$ cat src/rtl/sd_spi_responder_if.sv
// Command/response handshake between the SPI responder and the card-model logic.
// The responder uses the slave modport; the card model drives the master side.
interface sd_spi_responder_if;
  logic        cmd_valid;
  logic [5:0]  cmd_index;
  logic [31:0] cmd_arg;
  logic        rsp_ready;
  logic        rsp_valid;
  logic [7:0]  rsp_data;
  logic        ncr_timeout;

  modport slave (
    output cmd_valid, cmd_index, cmd_arg, rsp_ready, ncr_timeout,
    input  rsp_valid, rsp_data
  );

  modport master (
    input  cmd_valid, cmd_index, cmd_arg, rsp_ready, ncr_timeout,
    output rsp_valid, rsp_data
  );
endinterface

$ cat src/rtl/sd_spi_responder.sv
// SPI-mode SD card responder: oversamples the SPI pins, deframes 48-bit commands, returns R1.
// Optional macro SD_SPI_CRC7_CHECK_EN enables CRC7 checking of the command frame (R1=0x08 on error).
module sd_spi_responder #(
  parameter int SYNC_STAGES = 2,
  parameter int NCR_MAX     = 8
) (
  input  logic              sys_clk,
  input  logic              sys_reset,
  input  logic              sd_clk,
  input  logic              sd_cs,
  input  logic              sd_mosi,
  output logic              sd_miso,
  sd_spi_responder_if.slave rsp_bus
);

  typedef enum logic [2:0] {
    IDLE,
    HUNT,
    CMD_RX,
    WAIT_RSP,
    RSP_TX
  } state_t;

  state_t state, state_next;

  logic [SYNC_STAGES-1:0] clk_sync, cs_sync, mosi_sync;
  logic       clk_prev;
  logic       clk_s, cs_s, mosi_s, rise, fall;

  // cmd_sr keeps frame bits 46..1 once the final bit arrives; bit 47 is always 0.
  logic [45:0] cmd_sr;
  logic [5:0]  bit_cnt;
  logic [2:0]  byte_bit;
  logic [7:0]  fill_cnt, fill_next;
  logic [7:0]  miso_sr;
  logic        pend_valid;
  logic [7:0]  pend_data;

  logic        frame_done, frame_ok, load_byte, send_pending, timeout_hit, rsp_accept;
  logic [7:0]  err_code;

`ifdef SD_SPI_CRC7_CHECK_EN
  logic [6:0] crc;

  function automatic logic [6:0] crc7_step(input logic [6:0] c, input logic b);
    logic fb;
    fb = c[6] ^ b;
    return {c[5:0], 1'b0} ^ (fb ? 7'h09 : 7'h00);
  endfunction
`endif

  always_ff @(posedge sys_clk) begin
    if (sys_reset) begin
      clk_sync  <= '0;
      cs_sync   <= '1;
      mosi_sync <= '1;
      clk_prev  <= 1'b0;
    end else begin
      clk_sync  <= {clk_sync[SYNC_STAGES-2:0], sd_clk};
      cs_sync   <= {cs_sync[SYNC_STAGES-2:0], sd_cs};
      mosi_sync <= {mosi_sync[SYNC_STAGES-2:0], sd_mosi};
      clk_prev  <= clk_s;
    end
  end

  assign clk_s  = clk_sync[SYNC_STAGES-1];
  assign cs_s   = cs_sync[SYNC_STAGES-1];
  assign mosi_s = mosi_sync[SYNC_STAGES-1];
  assign rise   = clk_s & ~clk_prev;
  assign fall   = ~clk_s & clk_prev;

  assign sd_miso           = miso_sr[7];
  assign rsp_bus.rsp_ready = (state == WAIT_RSP) && !pend_valid;
  assign rsp_accept        = rsp_bus.rsp_ready && rsp_bus.rsp_valid && !cs_s;
  assign fill_next         = fill_cnt + 8'd1;
  // The first byte after a frame (fill_cnt==0) is always a fill byte.
  assign send_pending      = pend_valid && (fill_cnt != 8'd0);

  always_comb begin
    frame_ok = cmd_sr[45] & mosi_s;
    err_code = 8'h04;
`ifdef SD_SPI_CRC7_CHECK_EN
    if (frame_ok && (cmd_sr[6:0] != crc)) begin
      frame_ok = 1'b0;
      err_code = 8'h08;
    end
`endif
  end

  always_ff @(posedge sys_clk) begin
    if (sys_reset) state <= IDLE;
    else           state <= state_next;
  end

  always_comb begin
    state_next  = state;
    frame_done  = 1'b0;
    load_byte   = 1'b0;
    timeout_hit = 1'b0;
    if (cs_s) begin
      state_next = IDLE;
    end else begin
      case (state)
        IDLE:     state_next = HUNT;
        HUNT:     if (rise && !mosi_s) state_next = CMD_RX;
        CMD_RX: begin
          if (rise && bit_cnt == 6'd47) begin
            frame_done = 1'b1;
            state_next = WAIT_RSP;
          end
        end
        WAIT_RSP: begin
          if (fall && byte_bit == 3'd0) begin
            load_byte = 1'b1;
            if (send_pending) begin
              state_next = RSP_TX;
            end else if (fill_next == 8'(NCR_MAX)) begin
              timeout_hit = 1'b1;
              state_next  = RSP_TX;
            end
          end
        end
        RSP_TX:   if (rise && byte_bit == 3'd7) state_next = HUNT;
        default:  state_next = IDLE;
      endcase
    end
  end

  always_ff @(posedge sys_clk) begin
    if (sys_reset) begin
      cmd_sr              <= '0;
      bit_cnt             <= '0;
      byte_bit            <= '0;
      fill_cnt            <= '0;
      miso_sr             <= 8'hFF;
      pend_valid          <= 1'b0;
      pend_data           <= '0;
      rsp_bus.cmd_valid   <= 1'b0;
      rsp_bus.cmd_index   <= '0;
      rsp_bus.cmd_arg     <= '0;
      rsp_bus.ncr_timeout <= 1'b0;
`ifdef SD_SPI_CRC7_CHECK_EN
      crc                 <= '0;
`endif
    end else begin
      rsp_bus.cmd_valid   <= 1'b0;
      rsp_bus.ncr_timeout <= 1'b0;
      if (cs_s) begin
        bit_cnt    <= '0;
        byte_bit   <= '0;
        fill_cnt   <= '0;
        miso_sr    <= 8'hFF;
        pend_valid <= 1'b0;
      end else begin
        if (rise) byte_bit <= byte_bit + 3'd1;
        case (state)
          HUNT: begin
            if (rise && !mosi_s) begin
              cmd_sr  <= {45'd0, mosi_s};
              bit_cnt <= 6'd1;
`ifdef SD_SPI_CRC7_CHECK_EN
              crc     <= '0;
`endif
            end
          end
          CMD_RX: begin
            if (rise) begin
              cmd_sr  <= {cmd_sr[44:0], mosi_s};
              bit_cnt <= bit_cnt + 6'd1;
`ifdef SD_SPI_CRC7_CHECK_EN
              if (bit_cnt <= 6'd39) crc <= crc7_step(crc, mosi_s);
`endif
            end
            if (frame_done) begin
              byte_bit <= '0;
              fill_cnt <= '0;
              if (frame_ok) begin
                rsp_bus.cmd_valid <= 1'b1;
                rsp_bus.cmd_index <= cmd_sr[44:39];
                rsp_bus.cmd_arg   <= cmd_sr[38:7];
                pend_valid        <= 1'b0;
              end else begin
                pend_valid <= 1'b1;
                pend_data  <= err_code;
              end
            end
          end
          WAIT_RSP: begin
            if (load_byte) begin
              if (send_pending) begin
                miso_sr    <= pend_data;
                pend_valid <= 1'b0;
              end else begin
                miso_sr  <= 8'hFF;
                fill_cnt <= fill_next;
              end
              if (timeout_hit) rsp_bus.ncr_timeout <= 1'b1;
            end else if (fall) begin
              miso_sr <= {miso_sr[6:0], 1'b1};
            end
            // An accept coinciding with a load lands after it, so it waits for the next boundary.
            if (rsp_accept) begin
              pend_valid <= 1'b1;
              pend_data  <= rsp_bus.rsp_data;
            end
          end
          RSP_TX: begin
            if (fall) miso_sr <= {miso_sr[6:0], 1'b1};
          end
          default: ;
        endcase
        if (state_next == HUNT) begin
          miso_sr    <= 8'hFF;
          pend_valid <= 1'b0;
        end
      end
    end
  end

endmodule

$ cat src/flat_wrapper.sv
// flat-port wrapper written by rule: the top's interface ports become plain ports
module sd_spi_responder_flat 
#(
  parameter int SYNC_STAGES = 2,
  parameter int NCR_MAX     = 8
)
  (sys_clk, sys_reset, sd_clk, sd_cs, sd_mosi, sd_miso, rsp_bus_cmd_valid, rsp_bus_cmd_index, rsp_bus_cmd_arg, rsp_bus_rsp_ready, rsp_bus_ncr_timeout, rsp_bus_rsp_valid, rsp_bus_rsp_data);
  sd_spi_responder_if rsp_bus_i ();
  input  logic sys_clk;
  input  logic sys_reset;
  input  logic sd_clk;
  input  logic sd_cs;
  input  logic sd_mosi;
  output logic sd_miso;
  output wire logic [$bits(rsp_bus_i.cmd_valid)-1:0] rsp_bus_cmd_valid;
  output wire logic [$bits(rsp_bus_i.cmd_index)-1:0] rsp_bus_cmd_index;
  output wire logic [$bits(rsp_bus_i.cmd_arg)-1:0] rsp_bus_cmd_arg;
  output wire logic [$bits(rsp_bus_i.rsp_ready)-1:0] rsp_bus_rsp_ready;
  output wire logic [$bits(rsp_bus_i.ncr_timeout)-1:0] rsp_bus_ncr_timeout;
  input wire logic [$bits(rsp_bus_i.rsp_valid)-1:0] rsp_bus_rsp_valid;
  input wire logic [$bits(rsp_bus_i.rsp_data)-1:0] rsp_bus_rsp_data;
  assign rsp_bus_cmd_valid = rsp_bus_i.cmd_valid;
  assign rsp_bus_cmd_index = rsp_bus_i.cmd_index;
  assign rsp_bus_cmd_arg = rsp_bus_i.cmd_arg;
  assign rsp_bus_rsp_ready = rsp_bus_i.rsp_ready;
  assign rsp_bus_ncr_timeout = rsp_bus_i.ncr_timeout;
  assign rsp_bus_i.rsp_valid = rsp_bus_rsp_valid;
  assign rsp_bus_i.rsp_data = rsp_bus_rsp_data;
  sd_spi_responder #(.SYNC_STAGES(SYNC_STAGES), .NCR_MAX(NCR_MAX)) u_core (.sys_clk(sys_clk), .sys_reset(sys_reset), .sd_clk(sd_clk), .sd_cs(sd_cs), .sd_mosi(sd_mosi), .sd_miso(sd_miso), .rsp_bus(rsp_bus_i));
endmodule
$ cat config.mk
export PLATFORM = sky130hd
export DESIGN_NAME = sd_spi_responder_flat
export DESIGN_NICKNAME = d
export VERILOG_FILES = /design/src/rtl/sd_spi_responder_if.sv /design/src/rtl/sd_spi_responder.sv /design/src/flat_wrapper.sv
export SDC_FILE = /design/constraint.sdc
export NUM_CORES = 1
export LEC_CHECK = 0
export ABC_AREA = 1
export CORE_MARGIN = 5
export CORE_UTILIZATION = 45
export CTS_BUF_LIST = sky130_fd_sc_hd__clkbuf_8
export CTS_CLUSTER_DIAMETER = 30
export DETAILED_ROUTE_END_ITERATION = 10
export GPL_TIMING_DRIVEN = 0
export PLACE_DENSITY_LB_ADDON = 0.15
export SYNTH_ARGS = -nofsm -noshare
export SYNTH_HDL_FRONTEND = slang
export SYNTH_SLANG_ARGS = --single-unit
$ cat constraint.sdc
create_clock -name sys_clk -period 2.05 [get_ports sys_clk]
set_input_delay 0.615 -clock sys_clk [delete_from_list [all_inputs] [get_ports sys_clk]]
set_output_delay 0.615 -clock sys_clk [all_outputs]
set_load 0.1 [all_outputs]
==> impl_metrics.tcl, run 1 <==
set metrics [dict create \
    status "complete, but fails checks" \
    violations "setup timing" \
    async_flop_share_pct 0 \
    synth_top_area_cell "dfxtp_1" \
    cp_max_fo 5 \
    htreeDepth 4 \
    cts-buffers-inserted 17 \
    synth_area_um2 5320 \
    relSlewSlack_pct 50.7 \
    die_area_um2 14100 \
    arrival_ns 1.46 \
    vias 4571 \
    via_per_inst 5.31 \
    required_ns 1.43 \
    synthDistinctLibCells 40 \
    hold_buffers 0 \
    period_share_pct 101 \
    post-route-drc-count 0 \
    clock_skew_ns 0.0139 \
    fin_ws_ns -0.0235 \
    start_util_pct 46.2 \
    cts_num_sinks 130 \
    combPwrFrac_pct 2.4 \
    core_um2 11500 \
    hold_path_class "flop to flop" \
    clk_pin_slew_ns 0.06 \
    hold_violations 0 \
    synth_fp_nets 649 \
    n_antenna_cell 0 \
    grt_usage_pct 17.9 \
    grt_pass1_wl_um 20800 \
    maxCapViolCount 0 \
    yosys-top-cells-count "dfxtp_1 (130), nor2_1 (87), inv_1 (73)" \
    fmax_mhz 482 \
    grt_overflow 0 \
    cts_tree "yes" \
    ir_drop_mv 0.387 \
    dp.cells 826 \
    seqPwrFrac_pct 52.1 \
    synth_warnings 0 \
    setup_viol 1 \
    powerDensity_nw_per_um2 738 \
    wl_per_cell_um 14.4 \
    final_core_util_pct 57.1 \
    placementRows 39 \
    p_clk_share_pct 45.5 \
    slew_violations 0 \
    critPathCaptureType "output pin" \
    min_period_ns 2.07 \
    crit_type "flop to output pin" \
    dp_hpwl_um 8730 \
    yosysSeqAreaShare_pct 48.9 \
    cp-start-kind "flop" \
    grt_pass1_vias 4406 \
    p_switching_mw 1.06 \
    gp_congestion 0.826 \
    io_pins 56 \
    synth.top_cell.area_share_pct 48.9 \
    die_h_um 119 \
    switching_share_pct 21.8 \
    grt_max_degree 17 \
    insertion_delay_ns 0.44 \
    layout-drive-gt1-share_pct 21.2 \
    multi_input_area_um2 2290 \
    synth.most_common_cell "dfxtp_1" \
    nNetsFinal 725 \
    clockRootBuffer "clkbuf_8" \
    stdcell_count 861 \
    intPower_mw 3.80 \
    synthToLayoutAreaGrowth_pct 23.7 \
    ant_nets 0 \
    synthFlopType "dfxtp_1" \
    regArea_um2 2610 \
    synth_area_leaders "dfxtp_1 (49%), a211oi_2 (6.8%), nor2_1 (6.1%)" \
    wl_um 12400 \
    syn-instance-count 629 \
    dieWidth_um 119 \
    drt_iter0_drc 315 \
    clk_path_buf_depth 2 \
    ys_ff_latch 130 \
    syn_avg_cell_area_um2 8.46 \
    grt_setup_unrepaired "yes" \
    io_buffers 54 \
    num-fill-cells 1072 \
    dr.pass1.iters 5 \
    synth-edff-count 0 \
    cellLeakagePower_nw 2.37 \
    grt_antenna_before_repair 0 \
    tightest_slew_ns 0.740 \
]
-- cells by family after synthesis --
| group | share of synthesized area (%) |
|---|---|
| fa+ha+maj | 1.41 |
| compound gates | 20.2 |
| xor+xnor | 0.165 |
| flops | 48.9 |
| simple gates | 20.5 |
| buf+inv | 8.82 |
-- state kept, by name, summed over array words and instances (netlist names), 6 cells and up --
register                  cells
u_core.rsp_bus.cmd_index      6
u_core.fill_cnt               8
u_core.rsp_bus.cmd_arg       32
u_core.cmd_sr                46
u_core.miso_sr                8
u_core.bit_cnt                6
u_core.pend_data              8
-- final cells by class --
| type | count | share of cell area, % |
|---|---|---|
| Inverter | 80 | 4.60 |
| Clock buffer | 22 | 4.60 |
| Buffer | 35 | 2.59 |
| Tap cell | 143 | 2.72 |
| Sequential cell | 130 | 39.7 |
| Clock inverter | 10 | 1.63 |
| Multi-Input combinational cell | 385 | 34.8 |
| Timing Repair Buffer | 56 | 9.37 |
-- per-stage QoR --
step           total power, mW  setup WS, ns  hold WS, ns  area [um2]  TNS [ns]
6_report                  4.86       -0.0235        0.411        6580   -0.0235
5_1_grt                   5.02       -0.0981        0.437        6580    -0.101
4_1_cts                   4.90        -0.104        0.412        6520    -0.104
3_5_place_dp              2.71        -0.728        0.396        6050     -9.09
3_3_place_gp              2.70        -0.700        0.394        6050     -6.32
2_1_floorplan             2.66         0.179        0.388        5330         0
-- per-layer routing --
layer / share of wire [%] / vias up / GRT usage [%] / routed length [um]
met1: 49 / 2151 / 24.6 / 6020
met4: 1.3 / 0 / 7.10 / 158
met3: 5.5 / 14 / 4.82 / 688
met2: 45 / 119 / 26.6 / 5540
li1: - / 2287 / - / -
met5: 0 / - / 0 / 0
-- power by group through the flow --
stage	Sequential [mW]	Clock, mW	Combinational, mW
6_report	2.53	2.21	0.115
3_5_place_dp	2.59	0	0.113
3_3_place_gp	2.59	0	0.111
4_1_cts	2.53	2.25	0.113
5_1_grt	2.53	2.36	0.127
2_1_floorplan	2.59	0	0.0635
-- critical path, cell delays in order (launching register included) --
cell	delay (ns)
dfxtp_2	0.35
inv_2	0.05
nand2_2	0.08
nor2_4	0.19
inv_4	0.08
nor2_4	0.11
buf_12	0.18
-- cell usage in the layout, fill, tap and decap left out, drive strengths merged --
| cell | n |
|---|---|
| a21oi | 23 |
| nor3b | 1 |
| a22oi | 2 |
| o21a | 1 |
| a211oi | 42 |
| clkinv | 5 |
| nand2 | 76 |
| inv | 82 |
| o22ai | 1 |
| clkbuf | 46 |
| clkdlybuf4s15 | 41 |
| or2 | 4 |
| o211a | 1 |
| o31ai | 6 |
| a32oi | 17 |
| bufinv | 2 |
| o32ai | 6 |
| clkdlybuf4s50 | 12 |
| nor3 | 7 |
| o211ai | 1 |
| and3 | 1 |
| buf | 14 |
| nor2 | 93 |
| dfxtp | 130 |
| clkinvlp | 1 |
| or3 | 7 |
| o221ai | 7 |
| ha | 6 |
| xor2 | 1 |
| nand4 | 5 |
| o21ai | 27 |
| nand3 | 50 |
-- path summary, 6_finish.rpt --
path / from / to / slack, ns / cells after the start
max: u_core.state[2]$_SDFF_PP0_ / rsp_bus_rsp_ready / -0.02 / 6
min: u_core.cs_sync[0]$_SDFF_PP1_ / u_core.cs_sync[1]$_SDFF_PP1_ / 0.41 / 1
max reg2reg: u_core.state[2]$_SDFF_PP0_ / u_core.rsp_bus.cmd_index[4]$_SDFFE_PP0P_ / 0.13 / 11
min reg2reg: u_core.cs_sync[0]$_SDFF_PP1_ / u_core.cs_sync[1]$_SDFF_PP1_ / 0.41 / 1
-- timing repair --
item	CTS	global route
setup endpoints to repair	42	26
resized for setup	134	16
pin swaps	0	3
buffers inserted	0	2
cloned	0	1
Note: power is estimated with default switching activity, not from simulation.
==> run 2: changes to the inputs <==
Settings changed: REMOVE_ABC_BUFFERS set to 1.
==> impl_metrics.tcl, run 2 (synthesis results as in run 1) <==
set metrics [dict create \
    grt_usage_pct 17.9 \
    largest_registers "u_core.cmd_sr: 46 flops, u_core.rsp_bus.cmd_arg: 32 flops" \
    grt_setup_unrepaired "yes" \
    io_pins 56 \
    wl_met2_um 5820 \
    grt_overflow 0 \
    cp-start-kind "flop" \
    die_area_um2 14100 \
    relSlewSlack_pct 41.3 \
    io_buffers 55 \
    cp_max_fo 5 \
    crit_type "flop to output pin" \
    hold_depth 2 \
    cellLeakagePower_nw 2.37 \
    ant_nets 0 \
    dp_hpwl_um 7070 \
    stdcell_count 842 \
    tightest_slew_ns 0.880 \
    fin_ws_ns 0.0488 \
    cts_num_sinks 130 \
    stdcell_area_um2 6630 \
    vias 4460 \
    r2r_end "u_core.miso_sr[3]$_SDFFE_PP1N_" \
    die_h_um 119 \
    wl_um 12400 \
    place_worst_setup_slack_ns -1.11 \
    slew_violations 0 \
    clockRootBuffer "clkbuf_8" \
    critPathCaptureType "output pin" \
    wl_per_cell_um 14.8 \
    via_per_inst 5.30 \
    powerDensity_nw_per_um2 716 \
    clk_pin_slew_ns 0.07 \
    required_ns 1.43 \
    grt_pass1_wl_um 20700 \
    grt_pass1_vias 4237 \
    dieWidth_um 119 \
    hold_buffers 0 \
    grt_max_degree 61 \
    placementRows 39 \
    min_to "u_core.clk_sync[1]$_SDFF_PP0_" \
    min_period_ns 2.00 \
    period_share_pct 97.6 \
    regMostFlops "u_core.cmd_sr" \
    synthToLayoutAreaGrowth_pct 24.6 \
    fmax_mhz 500 \
    min_from "u_core.clk_sync[0]$_SDFF_PP0_" \
    status "finished clean" \
    route.met3.wl_um 643 \
    dp.cells 794 \
    largest_reg_flops 46 \
    n_antenna_cell 0 \
    top_layer_used "met4" \
    num-fill-cells 1066 \
    insertion_delay_ns 0.43 \
    dr.pass1.iters 5 \
    drt_iter0_drc 340 \
    layout_common_cells "dfxtp_1 (124), nor2_1 (85), inv_1 (72), nand2_1 (69), nand3_1 (50)" \
    maxCapViolCount 0 \
    wl_met1_um 5840 \
    final_common_cell "dfxtp_1" \
    holdWs_ns 0.401 \
    ir_drop_mv 0.419 \
    rrSetupSlack_ns 0.15 \
    grt_antenna_before_repair 0 \
    dpl_cell_area_um2 5940 \
    arrival_ns 1.39 \
    post-route-drc-count 0 \
    cts_tree "yes" \
    worstReg2RegStart "u_core.cs_sync[1]$_SDFF_PP1_" \
    htreeDepth 4 \
    clock_skew_ns 0.0130 \
    core_um2 11500 \
    start_util_pct 46.2 \
    hold_violations 0 \
    hold_path_class "flop to flop" \
    layout-drive-gt1-share_pct 22.9 \
    finalSetupTns_ns 0 \
    reg2reg_depth 7 \
    gp_congestion 0.794 \
    cts-buffers-inserted 17 \
    setup_viol 0 \
    nNetsFinal 708 \
    clk_path_buf_depth 2 \
]
-- run 2: changes by cell type in the layout (fill, tap and decap cells not counted), moves of 3 or more --
| cell | before | now |
|---|---|---|
| buf_2 | 5 | 0 |
| clkbuf_1 | 22 | 0 |
| buf_4 | 2 | 11 |
| nand4_4 | 1 | 4 |
| nor2_4 | 4 | 8 |
| clkbuf_8 | 22 | 19 |
| buf_6 | 4 | 0 |
-- run 2: metal layers --
layer / up-vias / global-route usage [%]
met5: - / 0
met4: 0 / 6.08
met3: 9 / 4.78
met2: 125 / 28.2
met1: 2062 / 23.8
li1: 2264 / -
-- run 2: critical path: stages (launching register included) --
cell and delay [ns]:
dfxtp_2 0.35, inv_2 0.05, nand2_2 0.07, nor2_4 0.13, inv_4 0.07, nor2_4 0.10
buf_12 0.18
-- run 2: how the worst max path moves through the flow --
| stage | end | slack [ns] | from |
|---|---|---|---|
| after detailed placement | rsp_bus_rsp_ready | -1.11 | u_core.state[2]$_SDFF_PP0_ |
| after floorplan | u_core.rsp_bus.cmd_arg[0]$_SDFFE_PP0P_ | -1.03 | u_core.state[2]$_SDFF_PP0_ |
| after CTS | rsp_bus_rsp_ready | -0.13 | u_core.state[2]$_SDFF_PP0_ |
| after global routing | rsp_bus_rsp_ready | -0.05 | u_core.state[2]$_SDFF_PP0_ |
| final | rsp_bus_rsp_ready | 0.05 | u_core.state[2]$_SDFF_PP0_ |
| after global placement | u_core.cmd_sr[13]$_SDFFE_PP0P_ | -5.36 | sys_reset |
-- run 2: cell type report --
type / count / area (um2) / share of cell area (%)
inverters: 80 / 309 / 4.66
well taps: 143 / 179 / 2.70
flip-flops and latches: 130 / 2610 / 39.4
clock buffers: 19 / 262 / 3.95
repair inverters: 1 / 5.00 / 0.0755
multi-input cells: 390 / 2390 / 36.0
clock inverters: 11 / 114 / 1.72
repair buffers: 68 / 759 / 11.5
-- run 2: timing repair --
item | CTS | global route
gates cloned | 7 | 1
pin swaps | 4 | 4
resized for setup | 138 | 20
buffers inserted | 9 | 1
setup endpoints to repair | 151 | 38
-- run 2: report_power, final --
part	internal [mW]	switching (mW)	leakage, nW	total (mW)
clock network	1.12	0.962	0.199	2.08
registers	2.53	0.00936	1.05	2.54
logic	0.0405	0.0790	1.12	0.119
-- run 2: stage by stage --
stage | utilization (%) | power, mW
floorplan | - | 2.63
global placement | 51.1 | 2.70
detailed placement | 51.6 | 2.70
CTS | 56.9 | 4.79
global route | 57.5 | 4.93
finish | 57.5 | 4.74
==> run 3: changes to the inputs <==
Settings changed: CTS_CLUSTER_DIAMETER 30 to 50, GPL_TIMING_DRIVEN 0 to 1.
==> impl_metrics.tcl, run 3 (synthesis results as in run 1) <==
set metrics [dict create \
    setup.worst_path.start "u_core.state[1]$_SDFF_PP0_" \
    die_h_um 119 \
    placementRows 39 \
    reg2reg_depth 14 \
    cts-buffers-inserted 17 \
    cp_max_fo 3 \
    period_share_pct 96.0 \
    cts_tree "yes" \
    relSlewSlack_pct 60.7 \
    hold_path_class "flop to flop" \
    dieWidth_um 119 \
    crit_type "flop to output pin" \
    powerDensity_nw_per_um2 704 \
    io_buffers 55 \
    min_to "u_core.clk_sync[1]$_SDFF_PP0_" \
    fmax_mhz 508 \
    rrSetupSlack_ns 0.20 \
    htreeDepth 4 \
    dr.pass1.iters 5 \
    cellLeakagePower_nw 2.56 \
    cp-start-kind "flop" \
    synthToLayoutAreaGrowth_pct 30.9 \
    stdcell_area_um2 6970 \
    clk_pin_slew_ns 0.07 \
    fin_ws_ns 0.0826 \
    via_per_inst 5.27 \
    grt_max_degree 42 \
    hold_depth 2 \
    vias 4456 \
    critPathCaptureType "output pin" \
    n_antenna_cell 0 \
    post-route-drc-count 0 \
    required_ns 1.43 \
    grt_usage_pct 16.5 \
    grt_overflow 0 \
    clock_skew_ns 0.0127 \
    holdWs_ns 0.407 \
    slew_violations 0 \
    largest_registers "u_core.cmd_sr: 46 flops, u_core.rsp_bus.cmd_arg: 32 flops" \
    tightest_slew_ns 0.587 \
    clk_path_buf_depth 2 \
    grt_pass1_vias 4275 \
    insertion_delay_ns 0.43 \
    path_cells "nand2_2, nor2_4, inv_2, nor2_4, buf_12" \
    path_common_cell "nor2_4" \
    grt_antenna_before_repair 0 \
    layout-drive-gt1-share_pct 23.1 \
    dp_hpwl_um 7500 \
    drt_iter0_drc 311 \
    regMostFlops "u_core.cmd_sr" \
    status "finished clean" \
    setup_viol 0 \
    total_power_mw 4.90 \
    r2r_end "u_core.pend_valid$_SDFFE_PP0P_" \
    final_common_cell "dfxtp_1" \
    place_worst_setup_slack_ns -0.101 \
    worstReg2RegStart "u_core.fill_cnt[1]$_SDFFE_PP0P_" \
    grt_pass1_wl_um 19500 \
    cp_num_buf_inv 2 \
    wl_um 11300 \
    clockRootBuffer "clkbuf_8" \
    dpl_cell_area_um2 6490 \
    min_period_ns 1.97 \
    cp_top_family "flip-flops" \
    wl_per_cell_um 13.4 \
    ant_nets 0 \
    hold_violations 0 \
    io_pins 56 \
    die_area_um2 14100 \
    cts_num_sinks 130 \
    nNetsFinal 709 \
    layout_common_cells "dfxtp_1 (126), nor2_1 (85), inv_1 (72), nand2_1 (68), nand3_1 (50)" \
    gp_congestion 0.825 \
    ir_drop_mv 0.373 \
    start_util_pct 46.2 \
    maxCapViolCount 0 \
    core_um2 11500 \
    cp_slowest_cell "dfxtp_1" \
    largest_reg_flops 46 \
    slowest_delay_ns 0.37 \
    arrival_ns 1.35 \
    min_from "u_core.clk_sync[0]$_SDFF_PP0_" \
    final_core_util_pct 60.5 \
]
## run 3: layout make-up
class                   count  area [um2]
fillers                   994        4550
flip-flops and latches    130        2610
clock inverters            12         143
repair buffers             75        1160
clock buffers              20         275
multi-input cells         385        2300
well taps                 143         179
inverters                  80         300
## run 3: timing repair
item | CTS | global route
pin swaps | 0 | 5
endpoints found under the hold margin | 0 | 0
setup buffers | 1 | 0
gates cloned | 0 | 1
gates resized for setup | 3 | 12
setup endpoints to repair | 1 | 10
hold buffers | 0 | 0
## run 3: power breakdown
part,internal (mW),switching (mW),leakage [nW]
sequential,2.53,0.00440,1.05
clock,1.20,1.05,0.200
combinational,0.0409,0.0745,1.31
## run 3: how the worst max path moves through the flow
stage | to | slack (ns) | cells past startpoint
after floorplan | u_core.rsp_bus.cmd_arg[0]$_SDFFE_PP0P_ | -1.03 | 10
after global placement | u_core.pend_data[7]$_SDFFE_PP0P_ | 0.05 | 8
after detailed placement | u_core.pend_data[5]$_SDFFE_PP0P_ | -0.10 | 8
after CTS | rsp_bus_rsp_ready | 0.003 | 6
after global routing | rsp_bus_rsp_ready | -0.005 | 6
final | rsp_bus_rsp_ready | 0.08 | 5
## run 3: per-stage QoR
step                 TNS, ns  std cells
finish                     0        845
global route        -0.00932        845
CTS                        0        844
detailed placement    -0.520        811
global placement           0        811
floorplan             -50.95        594
## run 3: worst min-delay path, delay by kind of cell (launching register included)
kind / cells / cell delay (ns)
buffers and inverters: 1 / 0.04
and+or+nand+nor: 1 / 0.03
DFF: 1 / 0.30
## run 3: routing by layer
layer / vias to the layer above / GRT usage [%] / share of wire, %
met5: - / 0 / 0
li1: 2251 / - / -
met2: 112 / 26.3 / 48
met3: 12 / 4.92 / 4.9
met1: 2081 / 21.2 / 46
met4: 0 / 6.30 / 1.1
